### src/rtl/membus_avl_master.sv
// Avalon-MM slave that lets the HPS run single read/write cycles on a
// PDP-10 core memory bus, acting as the request side of the membus.
module membus_avl_master #(
  parameter int TIMEOUT = 1000,
  parameter int CNT_W   = 16
) (
  input  logic        clk,
  input  logic        reset,
  input  logic [1:0]  s_address,
  input  logic        s_read,
  input  logic        s_write,
  input  logic [31:0] s_writedata,
  output logic [31:0] s_readdata,
  output logic        membus_rq_cyc,
  output logic        membus_rd_rq,
  output logic        membus_wr_rq,
  output logic [14:0] membus_ma,
  output logic [3:0]  membus_sel,
  output logic        membus_fmc_select,
  output logic        membus_wr_rs,
  output logic [35:0] membus_mb_out,
  input  logic        membus_addr_ack,
  input  logic        membus_rd_rs,
  input  logic [35:0] membus_mb_in
);

  typedef enum logic [1:0] {S_IDLE, S_REQ, S_WDATA, S_RWAIT} state_e;

  localparam logic [CNT_W-1:0] CNT_LAST = CNT_W'(TIMEOUT - 1);

  state_e             state_q, state_d;
  logic [19:0]        addr_q, addr_d;
  logic [17:0]        dlo_q, dlo_d, dhi_q, dhi_d;
  logic               err_q, err_d, done_q, done_d, wr_q, wr_d;
  logic [CNT_W-1:0]   cnt_q, cnt_d;
  logic [31:0]        rdata_q, rdata_d;
  logic               busy, reg_we;
  logic [11:0]        unused_wdata;

  assign unused_wdata = s_writedata[31:20];
  assign busy         = (state_q != S_IDLE);
  assign reg_we       = s_write && !busy;
  assign s_readdata   = rdata_q;

  always_ff @(posedge clk) begin
    if (reset) begin
      state_q <= S_IDLE;
      addr_q  <= '0;
      dlo_q   <= '0;
      dhi_q   <= '0;
      err_q   <= 1'b0;
      done_q  <= 1'b0;
      wr_q    <= 1'b0;
      cnt_q   <= '0;
      rdata_q <= '0;
    end else begin
      state_q <= state_d;
      addr_q  <= addr_d;
      dlo_q   <= dlo_d;
      dhi_q   <= dhi_d;
      err_q   <= err_d;
      done_q  <= done_d;
      wr_q    <= wr_d;
      cnt_q   <= cnt_d;
      if (s_read) rdata_q <= rdata_d;
    end
  end

  always_comb begin
    rdata_d = '0;
    unique case (s_address)
      2'd0: rdata_d[19:0] = addr_q;
      2'd1: rdata_d[17:0] = dlo_q;
      2'd2: rdata_d[17:0] = dhi_q;
      2'd3: rdata_d[2:0]  = {done_q, err_q, busy};
    endcase
  end

  always_comb begin
    state_d           = state_q;
    addr_d            = addr_q;
    dlo_d             = dlo_q;
    dhi_d             = dhi_q;
    err_d             = err_q;
    done_d            = done_q;
    wr_d              = wr_q;
    cnt_d             = cnt_q;
    membus_rq_cyc     = 1'b0;
    membus_rd_rq      = 1'b0;
    membus_wr_rq      = 1'b0;
    membus_ma         = '0;
    membus_sel        = '0;
    membus_fmc_select = 1'b0;
    membus_wr_rs      = 1'b0;
    membus_mb_out     = '0;

    // Register writes only land in IDLE; the FSM arms below never overlap them.
    if (reg_we) begin
      unique case (s_address)
        2'd0: addr_d = s_writedata[19:0];
        2'd1: dlo_d  = s_writedata[17:0];
        2'd2: dhi_d  = s_writedata[17:0];
        2'd3: begin
          err_d  = 1'b0;
          done_d = 1'b0;
          if (s_writedata[0] && s_writedata[1]) begin
            err_d = 1'b1;
          end else if (s_writedata[0] || s_writedata[1]) begin
            wr_d    = s_writedata[1];
            cnt_d   = '0;
            state_d = S_REQ;
          end
        end
      endcase
    end

    unique case (state_q)
      S_IDLE: ;
      S_REQ: begin
        membus_rq_cyc     = 1'b1;
        membus_rd_rq      = !wr_q;
        membus_wr_rq      = wr_q;
        {membus_fmc_select, membus_sel, membus_ma} = addr_q;
        if (wr_q) membus_mb_out = {dhi_q, dlo_q};
        cnt_d = cnt_q + 1'b1;
        if (membus_addr_ack) begin
          if (wr_q) begin
            state_d = S_WDATA;
          end else if (membus_rd_rs) begin
            {dhi_d, dlo_d} = membus_mb_in;
            done_d  = 1'b1;
            state_d = S_IDLE;
          end else begin
            cnt_d   = '0;
            state_d = S_RWAIT;
          end
        end else if (cnt_q == CNT_LAST) begin
          err_d   = 1'b1;
          done_d  = 1'b0;
          state_d = S_IDLE;
        end
      end
      S_WDATA: begin
        membus_wr_rs  = 1'b1;
        membus_mb_out = {dhi_q, dlo_q};
        {membus_fmc_select, membus_sel, membus_ma} = addr_q;
        done_d  = 1'b1;
        state_d = S_IDLE;
      end
      S_RWAIT: begin
        {membus_fmc_select, membus_sel, membus_ma} = addr_q;
        cnt_d = cnt_q + 1'b1;
        if (membus_rd_rs) begin
          {dhi_d, dlo_d} = membus_mb_in;
          done_d  = 1'b1;
          state_d = S_IDLE;
        end else if (cnt_q == CNT_LAST) begin
          err_d   = 1'b1;
          done_d  = 1'b0;
          state_d = S_IDLE;
        end
      end
    endcase
  end

endmodule

### config.mk
export PLATFORM = sky130hd
export DESIGN_NAME = membus_avl_master
export DESIGN_NICKNAME = d
export VERILOG_FILES = /design/src/rtl/membus_avl_master.sv
export SDC_FILE = /design/constraint.sdc
export NUM_CORES = 1
export LEC_CHECK = 0
export BUFFER_PORTS_ARGS = -buffer_cell sky130_fd_sc_hd__buf_4
export CELL_PAD_IN_SITES_DETAIL_PLACEMENT = 0
export CELL_PAD_IN_SITES_GLOBAL_PLACEMENT = 1
export CORE_MARGIN = 8
export CORE_UTILIZATION = 37
export CTS_CLUSTER_DIAMETER = 100
export DETAILED_ROUTE_END_ITERATION = 8
export GPL_ROUTABILITY_DRIVEN = 0
export HOLD_SLACK_MARGIN = 0.05
export PLACE_DENSITY_LB_ADDON = 0.05
export SLEW_MARGIN = 20
export SYNTH_ARGS = -nofsm -noshare
export SYNTH_HDL_FRONTEND = slang
export SYNTH_SLANG_ARGS = --single-unit
### constraint.sdc
create_clock -name clk -period 2.3 [get_ports clk]
set_clock_uncertainty 0.05 [all_clocks]
set_input_delay 0.345 -clock clk [delete_from_list [all_inputs] [get_ports clk]]
set_output_delay 0.345 -clock clk [all_outputs]
set_load 0.02 [all_outputs]
==> impl_metrics.csv <==
group,metric,value,unit
grt,grt_pass1_wl,26800,um
floorplanning,io_pins,168,
clock_network,cts_hold_buf,0,
pwr,p_leak,3.13,nW
grt,grt.overflow.total,0,
sta,final.setup.tns,0,ns
sta,fin_hold_ws,0.175,ns
drt,drt_first_pass_iters,4,
sta,max-slew-margin-rel,55.7,%
floorplanning,die_h,133,um
synthesis,synthCells,597,
synthesis,syn_area,5040,sq um
clock_network,cts_made_buffers,9,
setup_path,rr_worst_depth,8,
grt,track_usage,19.0,%
finish,drive_above_1_share,26.6,%
synthesis,synth_edf_count,0,
synthesis,synth_cell_types,46,
drt,vias,4746,
setup_path,crit_path_end_kind,"primary output",
sta,rsz0062_at_grt,"no",
drt,highest_layer,"met4",
hold_path,holdPathStages,3,
grt,grt_max_degree,57,
synthesis,avgSynthCellArea,8.44,sq um
grt,grt_pass1_vias,4897,
synthesis,ys.flop_type,"dfxtp_1",
clock_network,cts.sinks,97,
hold_path,min_to,"dlo_q[6]",
run,maxCapViolCount,0,
synthesis,synth_top_area_share,38.5,%
floorplanning,core_area,13300,sq um
drt,drtIter0Drc,301,
drt,wire_per_inst,18.5,um
finish,diodes,0,
synthesis,yosysMostFrequentCell,"dfxtp_1",
placement,hpwl,11600,um
setup_path,crit_fanout,18,
sta,finalMaxSlewViolations,0,
floorplanning,die_x,133,um
sta,report.final.setup_viol,0,
setup_path,crit_required,1.90,ns
drt,antenna_left,0,
floorplanning,start_util,37.9,%
floorplanning,die_area,17600,sq um
status,status,"completed",
grt,antenna_found_initial,0,
finish,fin_nets,811,
hold_path,min-delay-start,"membus_mb_in[6]",
setup_path,crit-reg2reg-launch,"state_q[0]",
synthesis,ys_ff_latch,97,
clock_network,insertion_delay,0.35,ns
finish,area_growth,33.3,%
setup_path,reg2reg_to,"cnt_q[7]",
setup_path,cp-start-kind,"flip-flop",
drt,viasPerCell,5.22,
drt,wl,16800,um
drt,drt_drc_violations_left,0,
setup_path,arrival,1.83,ns
sta,finalCritPeriodShare,96.8,%
clock_network,cts_buffer_depth,2,
drt,wl_met2,7640,um
clock_network,cts_tree,"done",
synthesis,yosys_warnings,0,
floorplanning,rows,42,
sta,fin_crit,2.23,ns
placement,port_buffers,143,
drt,met3_length,999,um
finish,fin_cells,910,
placement,dp_cells,892,
synthesis,yosys.area.top_type,"dfxtp_1",
sta,max_freq,449,MHz
synthesis,yosys-top-cells-count,"dfxtp_1, nor2_1, mux2i_1",
drt,drt-met1-wl,7900,um
sta,finalHoldViolCount,0,
synthesis,yosysSeqAreaShare,38.5,%
pwr,power_density,622,nW/um^2
setup_path,rrSetupSlack,0.27,ns
synthesis,synth.area.top_cells,"dfxtp_1, mux2i_1, nor2_1, a2bb2oi_1, and2_1",
clock_network,htreeDepth,3,
clock_network,cts.reportedPaths.clkPinSlew,0.07,ns
clock_network,cts_root_buffer,"clkbuf_16",
pwr,peakVddDrop,0.396,mV
sta,worstMarginPinSlew,0.664,ns
hold_path,hold_class,"in -> reg",
synthesis,async_flop_share,0,%
setup_path,path_class,"reg -> out",
worst max path at each step:
stage | slack [ns] | depth (start not counted) | to | start
after floorplan | 0.07 | 6 | membus_mb_out[0] | state_q[1]
after global placement | 0.29 | 7 | membus_mb_out[1] | state_q[1]
after detailed placement | 0.27 | 8 | cnt_q[8] | state_q[0]
after CTS | 0.06 | 7 | membus_mb_out[1] | state_q[1]
after global routing | 0.005 | 6 | membus_mb_out[1] | state_q[0]
final | 0.07 | 7 | membus_mb_out[1] | state_q[1]
per-layer routing:
metal / vias to the layer above / GRT usage (%)
met5: - / 0
met4: 0 / 6.44
met3: 16 / 3.86
met2: 163 / 30.4
met1: 2270 / 24.8
li1: 2297 / -
state kept, by name, indices dropped and copies added (netlist names):
| name | cells |
|---|---|
| addr_q | 20 |
| s_readdata | 20 |
| dhi_q | 18 |
| dlo_q | 18 |
| cnt_q | 16 |
| state_q | 2 |
| done_q | 1 |
| err_q | 1 |
| wr_q | 1 |
power breakdown:
group	total [W]	leakage [nW]	internal (W)	switching, W
registers	0.00177	0.789	0.00174	0.0000384
clock network	0.00190	0.186	0.00123	0.000670
logic	0.000503	2.15	0.000227	0.000277
total	0.00418	3.13	0.00319	0.000986
worst max-delay path, stage by stage (launching register included):
cell and delay [ns]:
dfxtp_2 0.33, inv_2 0.05, ha_1 0.19, and2_4 0.17, o21a_4 0.23, buf_12 0.16, and2_1 0.18, buf_4 0.16
repair_timing:
action / in CTS / in global routing
resized for setup: 11 / 0
endpoints found under the setup margin: 36 / 0
setup buffers: 1 / 0
endpoints found under the hold margin: 0 / 0
kinds of logic (layout without fill, tap and decap cells):
logic type,Yosys count,after routing,share of synthesized area [%]
AOI/OAI and AO/OA,119,119,16.4
muxes,57,57,12.1
and+or+nand+nor,243,243,23.1
adders and majority gates,6,6,1.49
buffers and inverters,61,187,6.13
DFF,97,97,38.5
xor gates and xnor gates,13,13,2.26
other,1,12,0.0744
per-stage QoR:
stage                     setup slack, ns  utilization [%]  power [W]  area (sq um)
after floorplan                    0.0687                -    0.00211          5080
after global placement              0.287             47.2    0.00230          6280
after detailed placement            0.273             47.2    0.00231          6280
after CTS                          0.0634             50.5    0.00421          6720
after global routing              0.00515             50.5    0.00433          6720
final                              0.0729             50.5    0.00418          6720
cell type report:
cell class | count | area (sq um)
Timing Repair Buffer | 165 | 1310
Fill cell | 1309 | 6580
Tap cell | 176 | 220
Clock inverter | 5 | 125
Sequential cell | 97 | 1940
Inverter | 6 | 22.5
Multi-Input combinational cell | 450 | 2850
Clock buffer | 11 | 253
placed cells by master, fill, tap and decap left out, drive strengths merged, types with 8 or more instances in the layout:
cell	instances
nand3	8
a2bb2oi	36
buf	165
conb	12
dfxtp	97
a211oi	16
clkbuf	11
and2	40
nor2	91
nor2b	22
mux2i	54
nand4	9
xor2	12
a21oi	49
nand2	51
No activity file was read; power rests on OpenSTA's default activity.
